[src/rtl/alu_fsm_pkg.sv]
// alu_fsm_pkg: opcodes, FSM state encoding and opcode helpers shared by alu_fsm_seq and alu_iter_unit.
package alu_fsm_pkg;

  localparam logic [3:0] OP_ADD = 4'd0;
  localparam logic [3:0] OP_SUB = 4'd1;
  localparam logic [3:0] OP_MUL = 4'd2;
  localparam logic [3:0] OP_DIV = 4'd3;
  localparam logic [3:0] OP_AND = 4'd4;
  localparam logic [3:0] OP_OR  = 4'd5;
  localparam logic [3:0] OP_XOR = 4'd6;
  localparam logic [3:0] OP_NOT = 4'd7;
  localparam logic [3:0] OP_LSL = 4'd8;
  localparam logic [3:0] OP_LSR = 4'd9;
  localparam logic [3:0] OP_ASR = 4'd10;

  typedef enum logic [1:0] {
    S_IDLE = 2'd0,
    S_EXEC = 2'd1,
    S_ITER = 2'd2
  } state_t;

  function automatic logic is_reserved(input logic [3:0] op);
    return (op > OP_ASR);
  endfunction

endpackage

[src/rtl/alu_iter_unit.sv]
// alu_iter_unit: shared shift-add (MUL) / restoring shift-subtract (DIV) datapath, one bit per step.
// Exposes the post-step value so the parent can capture the final result on the last edge.
module alu_iter_unit
  import alu_fsm_pkg::*;
#(
  parameter int WIDTH = 16
) (
  input  logic               clk,
  input  logic               reset_n,
  input  logic               i_load,
  input  logic               i_step,
  input  logic [3:0]         i_op,
  input  logic [WIDTH-1:0]   i_a,
  input  logic [WIDTH-1:0]   i_b,
  output logic               o_last,
  output logic [2*WIDTH-1:0] o_result
);

  localparam int CW = $clog2(WIDTH) + 1;

  logic [WIDTH-1:0] r_hi;
  logic [WIDTH-1:0] r_lo;
  logic [WIDTH-1:0] r_b;
  logic             r_div;
  logic [CW-1:0]    r_cnt;

  logic [WIDTH:0]   w_op1;
  logic [WIDTH:0]   w_op2;
  logic             w_cin;
  logic [WIDTH:0]   w_sum;
  logic [WIDTH-1:0] w_hi_nx;
  logic [WIDTH-1:0] w_lo_nx;

  // One adder serves both ops: DIV adds ~B+1 to the shifted remainder, MUL adds B when the multiplier LSB is set.
  always_comb begin
    w_op1   = {1'b0, r_hi};
    w_op2   = {(WIDTH+1){1'b0}};
    w_cin   = 1'b0;
    w_hi_nx = r_hi;
    w_lo_nx = r_lo;
    if (r_div) begin
      w_op1 = {r_hi, r_lo[WIDTH-1]};
      w_op2 = ~{1'b0, r_b};
      w_cin = 1'b1;
    end else begin
      if (r_lo[0]) begin
        w_op2 = {1'b0, r_b};
      end else begin
        w_op2 = {(WIDTH+1){1'b0}};
      end
    end
    w_sum = w_op1 + w_op2 + {{WIDTH{1'b0}}, w_cin};
    if (r_div) begin
      if (w_sum[WIDTH]) begin
        w_hi_nx = w_op1[WIDTH-1:0];
      end else begin
        w_hi_nx = w_sum[WIDTH-1:0];
      end
      w_lo_nx = {r_lo[WIDTH-2:0], ~w_sum[WIDTH]};
    end else begin
      w_hi_nx = w_sum[WIDTH:1];
      w_lo_nx = {w_sum[0], r_lo[WIDTH-1:1]};
    end
  end

  assign o_result = {w_hi_nx, w_lo_nx};
  assign o_last   = (r_cnt == {{(CW-1){1'b0}}, 1'b1});

  // Accumulator and iteration counter.
  always_ff @(posedge clk or negedge reset_n) begin
    if (!reset_n) begin
      r_hi  <= {WIDTH{1'b0}};
      r_lo  <= {WIDTH{1'b0}};
      r_b   <= {WIDTH{1'b0}};
      r_div <= 1'b0;
      r_cnt <= {CW{1'b0}};
    end else if (i_load) begin
      r_hi  <= {WIDTH{1'b0}};
      r_lo  <= i_a;
      r_b   <= i_b;
      r_div <= (i_op == OP_DIV);
      r_cnt <= CW'(WIDTH);
    end else if (i_step) begin
      r_hi  <= w_hi_nx;
      r_lo  <= w_lo_nx;
      r_cnt <= r_cnt - {{(CW-1){1'b0}}, 1'b1};
    end
  end

endmodule

[src/rtl/alu_fsm_seq.sv]
// alu_fsm_seq: handshaked ALU; single-cycle ops complete via EXEC, MUL/DIV iterate WIDTH cycles in ITER.
// Define ALU_FAST_MUL_EN to send MUL through the single-cycle EXEC path instead.
module alu_fsm_seq
  import alu_fsm_pkg::*;
#(
  parameter int WIDTH = 16,
  parameter int SHW   = $clog2(WIDTH)
) (
  input  logic               clk,
  input  logic               reset_n,
  input  logic               start,
  input  logic [3:0]         op_sel,
  input  logic [WIDTH-1:0]   A,
  input  logic [WIDTH-1:0]   B,
  output logic               busy,
  output logic               done,
  output logic [2*WIDTH-1:0] result,
  output logic               flag_z,
  output logic               flag_c,
  output logic               err
);

  state_t             r_state;
  state_t             w_state_nx;
  logic [3:0]         r_op;
  logic [WIDTH-1:0]   r_a;
  logic [WIDTH-1:0]   r_b;

  logic               w_b_nz;
  logic               w_iter_op;
  logic               w_load;
  logic               w_step;
  logic               w_last;
  logic               w_busy_nx;
  logic               w_done_nx;
  logic               w_wr;
  logic [2*WIDTH-1:0] w_exec_res;
  logic [2*WIDTH-1:0] w_iter_res;
  logic [2*WIDTH-1:0] w_wr_res;
  logic               w_exec_err;
  logic               w_exec_c;
  logic               w_wr_err;
  logic               w_wr_c;
  logic [WIDTH:0]     w_addsub;
  logic [WIDTH-1:0]   w_narrow;

  assign w_b_nz = (B != {WIDTH{1'b0}});
`ifdef ALU_FAST_MUL_EN
  assign w_iter_op = (op_sel == OP_DIV) && w_b_nz;
`else
  assign w_iter_op = ((op_sel == OP_DIV) || (op_sel == OP_MUL)) && w_b_nz;
`endif

  alu_iter_unit #(.WIDTH(WIDTH)) u_iter (
    .clk      (clk),
    .reset_n  (reset_n),
    .i_load   (w_load),
    .i_step   (w_step),
    .i_op     (op_sel),
    .i_a      (A),
    .i_b      (B),
    .o_last   (w_last),
    .o_result (w_iter_res)
  );

  // Single-cycle result from the latched operands; DIV only reaches here with B == 0.
  always_comb begin
    w_exec_res = {(2*WIDTH){1'b0}};
    w_exec_err = 1'b0;
    w_exec_c   = 1'b0;
    w_addsub   = {(WIDTH+1){1'b0}};
    w_narrow   = {WIDTH{1'b0}};
    case (r_op)
      OP_ADD: begin
        w_addsub   = {1'b0, r_a} + {1'b0, r_b};
        w_exec_res = {{(WIDTH-1){1'b0}}, w_addsub};
        w_exec_c   = w_addsub[WIDTH];
      end
      OP_SUB: begin
        w_addsub   = {1'b0, r_a} - {1'b0, r_b};
        w_exec_res = {{(WIDTH-1){1'b0}}, w_addsub};
        w_exec_c   = w_addsub[WIDTH];
      end
`ifdef ALU_FAST_MUL_EN
      OP_MUL: w_exec_res = {{WIDTH{1'b0}}, r_a} * {{WIDTH{1'b0}}, r_b};
`else
      OP_MUL: w_exec_res = {(2*WIDTH){1'b0}};
`endif
      OP_DIV: begin
        w_exec_res = {r_a, {WIDTH{1'b1}}};
        w_exec_err = 1'b1;
      end
      OP_AND: begin
        w_narrow   = r_a & r_b;
        w_exec_res = {{WIDTH{1'b0}}, w_narrow};
      end
      OP_OR: begin
        w_narrow   = r_a | r_b;
        w_exec_res = {{WIDTH{1'b0}}, w_narrow};
      end
      OP_XOR: begin
        w_narrow   = r_a ^ r_b;
        w_exec_res = {{WIDTH{1'b0}}, w_narrow};
      end
      OP_NOT: begin
        w_narrow   = ~r_a;
        w_exec_res = {{WIDTH{1'b0}}, w_narrow};
      end
      OP_LSL: begin
        w_narrow   = r_a << r_b[SHW-1:0];
        w_exec_res = {{WIDTH{1'b0}}, w_narrow};
      end
      OP_LSR: begin
        w_narrow   = r_a >> r_b[SHW-1:0];
        w_exec_res = {{WIDTH{1'b0}}, w_narrow};
      end
      OP_ASR: begin
        w_narrow   = $signed(r_a) >>> r_b[SHW-1:0];
        w_exec_res = {{WIDTH{w_narrow[WIDTH-1]}}, w_narrow};
      end
      default: begin
        w_exec_res = {(2*WIDTH){1'b0}};
        w_exec_err = is_reserved(r_op);
      end
    endcase
  end

  // Next state and the values the output registers take on this edge.
  always_comb begin
    w_state_nx = r_state;
    w_load     = 1'b0;
    w_step     = 1'b0;
    w_busy_nx  = busy;
    w_done_nx  = 1'b0;
    w_wr       = 1'b0;
    w_wr_res   = w_exec_res;
    w_wr_err   = w_exec_err;
    w_wr_c     = w_exec_c;
    case (r_state)
      S_IDLE: begin
        if (start) begin
          w_busy_nx = 1'b1;
          if (w_iter_op) begin
            w_load     = 1'b1;
            w_state_nx = S_ITER;
          end else begin
            w_state_nx = S_EXEC;
          end
        end else begin
          w_busy_nx = 1'b0;
        end
      end
      S_EXEC: begin
        w_wr       = 1'b1;
        w_done_nx  = 1'b1;
        w_busy_nx  = 1'b0;
        w_state_nx = S_IDLE;
      end
      S_ITER: begin
        w_step   = 1'b1;
        w_wr_res = w_iter_res;
        w_wr_err = 1'b0;
        w_wr_c   = 1'b0;
        if (w_last) begin
          w_wr       = 1'b1;
          w_done_nx  = 1'b1;
          w_busy_nx  = 1'b0;
          w_state_nx = S_IDLE;
        end else begin
          w_busy_nx = 1'b1;
        end
      end
      default: begin
        w_busy_nx  = 1'b0;
        w_state_nx = S_IDLE;
      end
    endcase
  end

  // State register.
  always_ff @(posedge clk or negedge reset_n) begin
    if (!reset_n) begin
      r_state <= S_IDLE;
    end else begin
      r_state <= w_state_nx;
    end
  end

  // Registered outputs and operand latch; operands only move while IDLE so a start during busy has no effect.
  always_ff @(posedge clk or negedge reset_n) begin
    if (!reset_n) begin
      busy   <= 1'b0;
      done   <= 1'b0;
      result <= {(2*WIDTH){1'b0}};
      flag_z <= 1'b0;
      flag_c <= 1'b0;
      err    <= 1'b0;
      r_op   <= 4'd0;
      r_a    <= {WIDTH{1'b0}};
      r_b    <= {WIDTH{1'b0}};
    end else begin
      busy <= w_busy_nx;
      done <= w_done_nx;
      if (w_wr) begin
        result <= w_wr_res;
        flag_z <= (w_wr_res == {(2*WIDTH){1'b0}});
        flag_c <= w_wr_c;
        err    <= w_wr_err;
      end
      if ((r_state == S_IDLE) && start) begin
        r_op <= op_sel;
        r_a  <= A;
        r_b  <= B;
      end
    end
  end

endmodule

[config.mk]
export PLATFORM = sky130hd
export DESIGN_NAME = alu_fsm_seq
export DESIGN_NICKNAME = d
export VERILOG_FILES = /design/src/rtl/alu_fsm_pkg.sv /design/src/rtl/alu_iter_unit.sv /design/src/rtl/alu_fsm_seq.sv
export SDC_FILE = /design/constraint.sdc
export NUM_CORES = 1
export LEC_CHECK = 0
export ABC_AREA = 1
export ABC_CLOCK_PERIOD_IN_PS = 8700
export BUFFER_PORTS_ARGS = -buffer_cell sky130_fd_sc_hd__buf_2
export CAP_MARGIN = 20
export CORE_MARGIN = 2
export CORE_UTILIZATION = 29
export DETAILED_ROUTE_END_ITERATION = 8
export GPL_ROUTABILITY_DRIVEN = 0
export SLEW_MARGIN = 20
export SYNTH_ARGS = -nofsm -noshare
export SYNTH_HDL_FRONTEND = slang
export SYNTH_SLANG_ARGS = --single-unit
[constraint.sdc]
create_clock -name clk -period 8.7 [get_ports clk]
set_clock_uncertainty 0.15 [all_clocks]
set_input_delay 2.61 -clock clk [delete_from_list [all_inputs] [get_ports clk]]
set_output_delay 2.61 -clock clk [all_outputs]
set_load 0.01 [all_outputs]
==> results of run 1 <==
## routing by layer
| metal | vias to the layer above | GRT usage (%) | part of all wire, % |
|---|---|---|---|
| met1 | 6011 | 30.4 | 46 |
| li1 | 6319 | - | - |
| met2 | 631 | 31.3 | 42 |
| met5 | - | 0 | 0 |
| met4 | 0 | 7.35 | 3.3 |
| met3 | 89 | 3.61 | 8.7 |
## how the worst max path moves through the flow
| stage | start | end | slack [ps] | cells past startpoint |
|---|---|---|---|---|
| after floorplan | B[1] | u_iter.r_lo[13] | 4450 | 10 |
| after global placement | B[9] | u_iter.r_lo[0] | 3590 | 10 |
| after detailed placement | B[1] | u_iter.r_lo[2] | 3540 | 10 |
| after CTS | u_iter.r_div | flag_z | 3600 | 24 |
| after global routing | u_iter.r_div | flag_z | 3110 | 24 |
| final | u_iter.r_div | flag_z | 3520 | 24 |
## kinds of logic (layout without fill, tap and decap cells)
| kind of cell | after synthesis | count (layout) |
|---|---|---|
| simple gates | 1104 | 1104 |
| xor+xnor | 11 | 11 |
| mux | 2 | 2 |
| fa+ha+maj | 73 | 73 |
| compound gates | 320 | 320 |
| buf+inv | 293 | 331 |
| flops | 129 | 129 |
## power groups by stage
stage | Clock (µW) | Combinational (µW) | Sequential [µW]
after global placement | 0 | 3640 | 1110
after detailed placement | 0 | 3680 | 1120
after CTS | 721 | 3690 | 1110
after floorplan | 0 | 2680 | 1040
final | 717 | 3760 | 1120
after global routing | 749 | 4210 | 1140
## cell type report
type / count / area [µm²]
clock buffers: 17 / 425
repair buffers: 91 / 502
flip-flops and latches: 129 / 3230
well taps: 525 / 657
clock inverters: 15 / 159
inverters: 208 / 783
fillers: 4490 / 26800
multi-input cells: 1510 / 7420
## cell usage after synthesis, types with 9 or more instances
cell type	number
buf_1	9
buf_2	29
nand2_1	624
nand4_1	26
ha_1	69
o21ai_0	160
nor3_1	12
a31oi_1	15
inv_2	10
a21oi_1	106
inv_1	195
nand3_1	220
dfrtp_1	129
nor2_1	181
clkbuf_1	41
## through the flow
stage          cells  power (µW)  utilization, %  hold WS, ps
2_1_floorplan   1932        3720               -          319
3_3_place_gp    2463        4750            31.5          315
3_5_place_dp    2463        4800            31.5          321
4_1_cts         2495        5520            32.9          337
5_1_grt         2495        6100            32.9          357
6_report        2495        5600            32.9          328
## registers in the layout (all words and copies together) (netlist names)
signal	flops
busy	1
done	1
err	1
flag_c	1
flag_z	1
r_a	16
r_b	16
r_op	4
r_state	2
result	32
u_iter.r_b	16
u_iter.r_cnt	5
u_iter.r_div	1
u_iter.r_hi	16
u_iter.r_lo	16
## worst min-delay path, delay by kind of cell (launching register included)
family | cells | cell delay [ps]
AND/OR/NAND/NOR | 1 | 50
flip-flops | 1 | 340
AO/OA/AOI/OAI | 1 | 50
## placed cells by master, fill, tap and decap left out, drive strengths merged
cell type,netlist,layout
nand3,224,224
o31ai,1,1
xor2,7,7
nand4,26,26
o221ai,3,3
and2,6,6
clkbuf,41,17
a31oi,15,15
o22ai,5,5
inv,206,216
fa,4,4
o21bai,7,7
buf,44,91
a211oi,1,1
dfrtp,129,129
o21a,2,2
o2111ai,1,1
o21ai,168,168
nor3,13,13
a21oi,111,111
clkinv,2,5
xnor2,4,4
o211ai,6,6
or2,8,8
mux2i,2,2
nand3b,3,3
ha,69,69
nor2,185,185
clkinvlp,0,2
nor4,4,4
nand2,635,635
==> flow_metrics.py, run 1 <==
metrics = {
    "run_status": {
        "status": "finished, final reports clean",
    },
    "logic_synthesis": {
        "synth_mux_area_share_pct": 0.169,
        "ys_warn_count": 0,
        "synth_compound_area_share_pct": 14.5,
        "syn_area_per_cell_um2": 6.12,
        "ys.flop_type": "dfrtp_1",
        "ys_seq_area_share_pct": 27.3,
        "synth-edff-count": 0,
        "synthesis.nets": 2044,
        "ys_types": 45,
        "synthArstFlopShare_pct": 100,
        "synthCells": 1932,
        "synth-simple-area-share_pct": 39.3,
        "yosys.area_share.adder_pct": 7.98,
        "synth_top_area_share_pct": 27.3,
        "synth_top_family_by_area": "simple AND/OR/NAND/NOR gates",
        "synth_area_leaders": "dfrtp_1 27%, nand2_1 20%, nand3_1 9.3%",
        "synth-xor-area-share_pct": 0.815,
        "synth_largest_area_cell": "dfrtp_1",
        "netlist_area_um2": 11800,
        "synth.ff_latch_count": 129,
    },
    "grt": {
        "grt_max_degree": 76,
        "grt_remaining_overflow": 0,
        "grt_antenna_before_repair": 0,
        "grtUsageTotal_pct": 21.0,
        "grt_pass1_wl_um": 68100,
        "grt_pass1_vias": 11820,
    },
    "sta": {
        "fin_crit_ps": 5180,
        "setup_ws_ps": 3520,
        "period_share_pct": 59.6,
        "hold_viol": 0,
        "rsz0062_at_grt": "false",
        "max-slew-margin-rel_pct": 31.6,
        "setup_viol_count_final": 0,
        "tns_ps": 0,
        "tightest_slew_ps": 1030,
        "fmax_ghz": 0.193,
        "drv_slew": 0,
    },
    "min_path": {
        "whs_path_depth": 2,
        "holdPathEnd": "result[17]",
        "min_path_type": "register to register",
        "worstHoldStart": "result[17]",
    },
    "worst_setup_path": {
        "cp_slowest_cell": "inv_2",
        "worstPathRequired_ps": 8920,
        "r2r_start": "u_iter.r_div",
        "critPathKind": "register to register",
        "endpoint_kind": "register",
        "crit_fanout": 68,
        "crit_chain": "buf_4 > inv_2 > nand2_1 > nand2_1 > o21ai_0 > fa_1 > fa_1 > inv_1 > nand2_1 > nand2_1 > nand3_1 > nand2_2 > nand2_2 > nand2_2 > nand2_1 > nand2_2 > nor2_1 > nand2_1 > o21ai_0 > a21oi_1 > nand4_1 > nor2_1 > nand2_1 > nand2_1",
        "crit_path_max_incr_delay_ps": 630,
        "worstPathArrival_ps": 5400,
        "cp_top_family": "simple AND/OR/NAND/NOR gates",
        "r2r_setup_slack_ps": 3520,
        "critPathBufInv": 3,
        "critPathMostFrequentCell": "nand2_1",
        "reg2reg_to": "flag_z",
        "start_kind": "register",
        "ff2ff_path_depth": 24,
    },
    "finish": {
        "nets": 2069,
        "n_antenna_cell": 0,
        "drive_gt1_share_pct": 8.63,
        "final_cell_area_um2": 13200,
        "syn2layout_area_growth_pct": 11.5,
    },
    "power": {
        "power_frac_seq_pct": 20.0,
        "swShare_pct": 57.1,
        "total_leakage_power_uw": 0.00685,
        "peakVddDrop_uv": 135,
        "p_int_uw": 2410,
        "comb_power_share_pct": 67.2,
        "power_frac_clock_pct": 12.8,
        "p_switching_uw": 3200,
        "powerDensity_nw_per_um2": 425,
    },
    "placement": {
        "portBuffers": 75,
        "preCtsSetupSlack_ps": 3540,
        "hpwl_um": 34900,
        "place_area_um2": 12600,
    },
    "routing": {
        "vias": 13050,
        "post_drt_wl_per_cell_um": 17.9,
        "drt_wl_total_um": 44800,
        "antenna_left": 0,
        "drt_iter0_markers": 1574,
        "via_per_inst": 5.23,
        "drtPass1Iterations": 6,
        "drc_errors": 0,
    },
    "clock_tree": {
        "cts.path.max_buffers": 2,
        "clk_pin_slew_ps": 60,
        "cts_root_buffer": "clkbuf_16",
        "cts_sinks": 129,
        "postCtsHoldBufs": 0,
        "cts_tree": "done",
        "post-cts-setup-buffers": 0,
        "cts_inserted_buffers": 17,
        "cts.repair.resized": 0,
        "worst_skew_pair.late_latency_ps": 440,
        "htreeDepth": 4,
    },
    "floorplan": {
        "initial_core_util_pct": 29.5,
        "io_pins": 76,
        "row_count": 73,
        "dieHeight_um": 206,
        "fp.dieW_um": 206,
        "dieArea_um2": 42400,
        "core_um2": 40000,
    },
    "flow_run": {
        "max_cap_violations": 0,
    },
}
Power figures use the tool's default switching activity.
==> run 2, diff against run 1 <==
Settings changed: ABC_CLOCK_PERIOD_IN_PS 8700 to 5100.
Clock period 8.7 ns to 5.1 ns, I/O delays scaled along.
==> flow_metrics.py, run 2 (same netlist as run 1, synthesis figures left out) <==
metrics = {
    "run_status": {
        "status": "finished, final reports clean",
    },
    "sta": {
        "setup_viol_count_final": 0,
        "tns_ps": 0,
        "hold_viol": 0,
        "fmax_ghz": 0.238,
        "max-slew-margin-rel_pct": 31.7,
        "tightest_slew_ps": 1020,
        "period_share_pct": 82.5,
        "fin_crit_ps": 4210,
        "rsz0062_at_grt": "false",
        "drv_slew": 0,
        "hold_slack_ps": 333,
    },
    "min_path": {
        "min_path_type": "register to register",
    },
    "clock_tree": {
        "cts_root_buffer": "clkbuf_16",
        "cts.path.max_buffers": 2,
        "cts_inserted_buffers": 17,
        "cts_tree": "done",
        "cts.repair.resized": 0,
        "clk_pin_slew_ps": 60,
        "post-cts-setup-buffers": 0,
        "cts_sinks": 129,
        "worst_skew_pair.late_latency_ps": 430,
        "postCtsHoldBufs": 0,
        "htreeDepth": 4,
    },
    "finish": {
        "syn2layout_area_growth_pct": 12.2,
        "n_antenna_cell": 0,
        "nets": 2074,
        "final_cell_mix": "624 x nand2_1, 220 x nand3_1, 193 x inv_1, 180 x nor2_1, 160 x o21ai_0",
        "final_common_cell": "nand2_1",
        "instances_no_fill": 2500,
        "largest_register": "result",
        "utilization_pct": 33.2,
        "fillers": 4443,
        "largest_register_ffs": 32,
        "drive_gt1_share_pct": 8.86,
    },
    "power": {
        "powerDensity_nw_per_um2": 738,
        "total_leakage_power_uw": 0.00690,
        "peakVddDrop_uv": 273,
    },
    "routing": {
        "post_drt_wl_per_cell_um": 18.5,
        "drt_wl_total_um": 46300,
        "via_per_inst": 5.30,
        "drt_iter0_markers": 1829,
        "vias": 13252,
        "drc_errors": 0,
        "antenna_left": 0,
        "drtPass1Iterations": 7,
    },
    "worst_setup_path": {
        "worstPathRequired_ps": 5310,
        "critPathKind": "register to register",
        "endpoint_kind": "register",
        "worstPathArrival_ps": 4420,
        "crit_fanout": 15,
        "start_kind": "register",
    },
    "flow_run": {
        "max_cap_violations": 0,
    },
    "grt": {
        "grt_antenna_before_repair": 0,
        "grtUsageTotal_pct": 21.9,
        "grt_pass1_vias": 12056,
        "grt_max_degree": 97,
        "grt_remaining_overflow": 0,
        "grt_pass1_wl_um": 70900,
    },
    "placement": {
        "hpwl_um": 36300,
        "dp_cells": 2468,
        "portBuffers": 75,
    },
    "floorplan": {
        "io_pins": 76,
        "dieArea_um2": 42400,
        "initial_core_util_pct": 29.5,
        "fp.dieW_um": 206,
        "dieHeight_um": 206,
        "core_um2": 40000,
        "row_count": 73,
    },
}
[run 2: cell types whose count changed in the layout (fill, tap and decap cells not counted), sizes merged]
cell      change
buf           +5
bufinv        +4
clkinv        +4
clkinvlp      -1
inv           -7
[run 2: per-layer routing]
metal | vias to the layer above | GRT usage, % | wire, µm
met2 | 725 | 31.8 | 19300
met5 | - | 0 | 0
met1 | 6106 | 32.6 | 21100
met3 | 95 | 3.53 | 4410
met4 | 0 | 7.07 | 1440
li1 | 6326 | - | -
[run 2: path summary, 6_finish.rpt]
kind,start,endpoint,slack [ps],cells past startpoint
max in group asynchronous,reset_n,u_iter.r_cnt[2],2870,2
min in group asynchronous,reset_n,done,1050,1
setup reg to reg,u_iter.r_div,flag_z,890,23
setup / recovery,u_iter.r_div,flag_z,890,23
hold reg to reg,result[30],result[30],330,2
hold / removal,result[30],result[30],330,2
[run 2: power breakdown]
part,leakage [µW],internal [µW],switching [µW]
combinational,0.00498,2030,4500
clock,0.000309,825,501
sequential,0.00161,1440,493
total,0.00690,4290,5490
[run 2: worst max-delay path: stages (launching register included)]
cell and delay [ps]:
dfrtp_2 450, inv_2 230, nand2_1 350, nand2_1 130, o21ai_0 140, fa_1 440, fa_1 470, inv_1 100
nand2_1 50, nand2_1 70, nand3_1 80, nand2_2 110, nand2_2 80, nand2_2 90, nand2_1 70, nand2_2 150
nor2_1 60, nand2_1 70, o21ai_0 110, a21oi_1 320, nand4_1 150, nor2_1 130, nand2_1 70, nand2_1 50
[run 2: layout make-up]
class / instances / area (µm²) / share of cell area [%]
multi-input combinational: 1510 / 7420 / 56.0
sequential: 129 / 3230 / 24.3
inverter: 208 / 783 / 5.91
tap: 525 / 657 / 4.95
timing repair buffer: 96 / 539 / 4.07
clock buffer: 17 / 425 / 3.21
clock inverter: 15 / 208 / 1.57
[run 2: through the flow]
stage	setup WS (ps)	power [µW]	area (µm²)
finish	893	9780	13300
floorplan	1130	6340	11800
global route	524	10600	13300
global placement	1060	8200	12600
CTS	961	9620	13300
detailed placement	987	8270	12600
==> run 3, diff against run 2 <==
Settings changed: ABC_CLOCK_PERIOD_IN_PS 5100 to 4400.
Clock period 5.1 ns to 4.4 ns, I/O delays scaled along.
==> flow_metrics.py, run 3 (same netlist as run 1, synthesis figures left out) <==
metrics = {
    "run_status": {
        "status": "finished, final reports clean",
    },
    "finish": {
        "largest_register": "result",
        "fillers": 4439,
        "final_cell_mix": "624 x nand2_1, 220 x nand3_1, 194 x inv_1, 180 x nor2_1, 160 x o21ai_0",
        "multiInputGateArea_um2": 7420,
        "nets": 2082,
        "regArea_um2": 3230,
        "largest_register_ffs": 32,
        "syn2layout_area_growth_pct": 12.6,
        "n_antenna_cell": 0,
        "drive_gt1_share_pct": 9.23,
        "final_common_cell": "nand2_1",
    },
    "clock_tree": {
        "cts.repair.resized": 0,
        "post-cts-setup-buffers": 0,
        "worst_skew_pair.late_latency_ps": 430,
        "cts.path.max_buffers": 2,
        "cts_tree": "done",
        "cts_sinks": 129,
        "postCtsHoldBufs": 0,
        "cts_inserted_buffers": 17,
        "htreeDepth": 4,
        "clk_pin_slew_ps": 60,
        "cts_root_buffer": "clkbuf_16",
    },
    "sta": {
        "fin_crit_ps": 3690,
        "hold_slack_ps": 329,
        "fmax_ghz": 0.271,
        "setup_viol_count_final": 0,
        "drv_slew": 0,
        "setup_ws_ps": 706,
        "tightest_slew_ps": 929,
        "tns_ps": 0,
        "period_share_pct": 84.0,
        "hold_viol": 0,
        "rsz0062_at_grt": "false",
        "max-slew-margin-rel_pct": 38.0,
    },
    "worst_setup_path": {
        "r2r_setup_slack_ps": 710,
        "worstPathRequired_ps": 4610,
        "start_kind": "register",
        "crit_start": "u_iter.r_div",
        "critPathKind": "register to register",
        "crit_fanout": 9,
        "endpoint_kind": "register",
        "r2r_start": "u_iter.r_div",
        "worstPathArrival_ps": 3900,
    },
    "power": {
        "total_leakage_power_uw": 0.00692,
        "peakVddDrop_uv": 309,
        "power_uw": 11200,
        "powerDensity_nw_per_um2": 844,
    },
    "grt": {
        "grtUsageTotal_pct": 21.9,
        "grt_remaining_overflow": 0,
        "grt_antenna_before_repair": 0,
        "grt_pass1_vias": 12085,
        "grt_pass1_wl_um": 70800,
        "grt_max_degree": 61,
    },
    "floorplan": {
        "dieArea_um2": 42400,
        "fp.dieW_um": 206,
        "row_count": 73,
        "dieHeight_um": 206,
        "initial_core_util_pct": 29.5,
        "io_pins": 76,
        "core_um2": 40000,
    },
    "routing": {
        "via_per_inst": 5.33,
        "post_drt_wl_per_cell_um": 18.4,
        "antenna_left": 0,
        "vias": 13373,
        "drt_iter0_markers": 1643,
        "drc_errors": 0,
        "drtPass1Iterations": 8,
        "drt_wl_total_um": 46100,
    },
    "min_path": {
        "worstHoldStart": "result[7]",
        "min_path_type": "register to register",
    },
    "flow_run": {
        "max_cap_violations": 0,
    },
    "placement": {
        "portBuffers": 75,
        "hpwl_um": 36300,
        "preCtsSetupSlack_ps": 769,
    },
}
-- run 3: changes by cell type in the layout (fill, tap and decap cells not counted), sizes merged --
cell | previous run | this run
clkinv | 9 | 7
bufinv | 4 | 2
clkinvlp | 1 | 4
inv | 209 | 210
buf | 96 | 104
-- run 3: worst max-delay path: stages, from the launching register on --
cell	delay, ps
dfrtp_2	430
inv_2	60
nand2_1	70
nand2_1	60
o21ai_0	100
fa_1	470
fa_1	490
inv_1	100
nand2_1	50
nand2_1	70
nand3_1	80
nand2_2	120
nand2_2	80
nand2_2	90
nand2_1	70
nand2_2	150
nor2_1	60
nand2_1	70
o21ai_0	130
a21oi_1	310
nand4_1	150
nor2_1	140
nand2_1	60
nand2_1	70
-- run 3: final cells by class --
class,count,area share (%)
inverter,208,5.89
clock inverter,15,1.18
sequential,129,24.3
timing repair buffer,104,4.75
multi-input combinational,1510,55.8
tap,525,4.94
clock buffer,17,3.20
-- run 3: power breakdown --
part	switching (µW)	internal [µW]
Sequential	568	1670
Clock	582	838
Combinational	5190	2380
-- run 3: final timing paths --
path	cells past startpoint	to
max	23	flag_z
min	2	result[7]
max reg2reg	23	flag_z
min reg2reg	2	result[7]
max in group asynchronous	2	r_a[10]
min in group asynchronous	1	result[30]
-- run 3: routing by layer --
| metal | track usage, % | vias up | wire length [µm] |
|---|---|---|---|
| met1 | 31.2 | 6219 | 20400 |
| met2 | 31.9 | 709 | 19200 |
| met5 | 0 | - | 0 |
| met3 | 4.59 | 107 | 4460 |
| li1 | - | 6338 | - |
| met4 | 8.80 | 0 | 1950 |
-- run 3: metrics by stage --
| stage | utilization [%] | cell area, µm² | instances |
|---|---|---|---|
| 5_1_grt | 33.3 | 13300 | 2508 |
| 6_report | 33.3 | 13300 | 2508 |
| 2_1_floorplan | - | 11800 | 1932 |
| 3_5_place_dp | 31.7 | 12700 | 2475 |
| 3_3_place_gp | 31.7 | 12700 | 2475 |
| 4_1_cts | 33.2 | 13300 | 2507 |
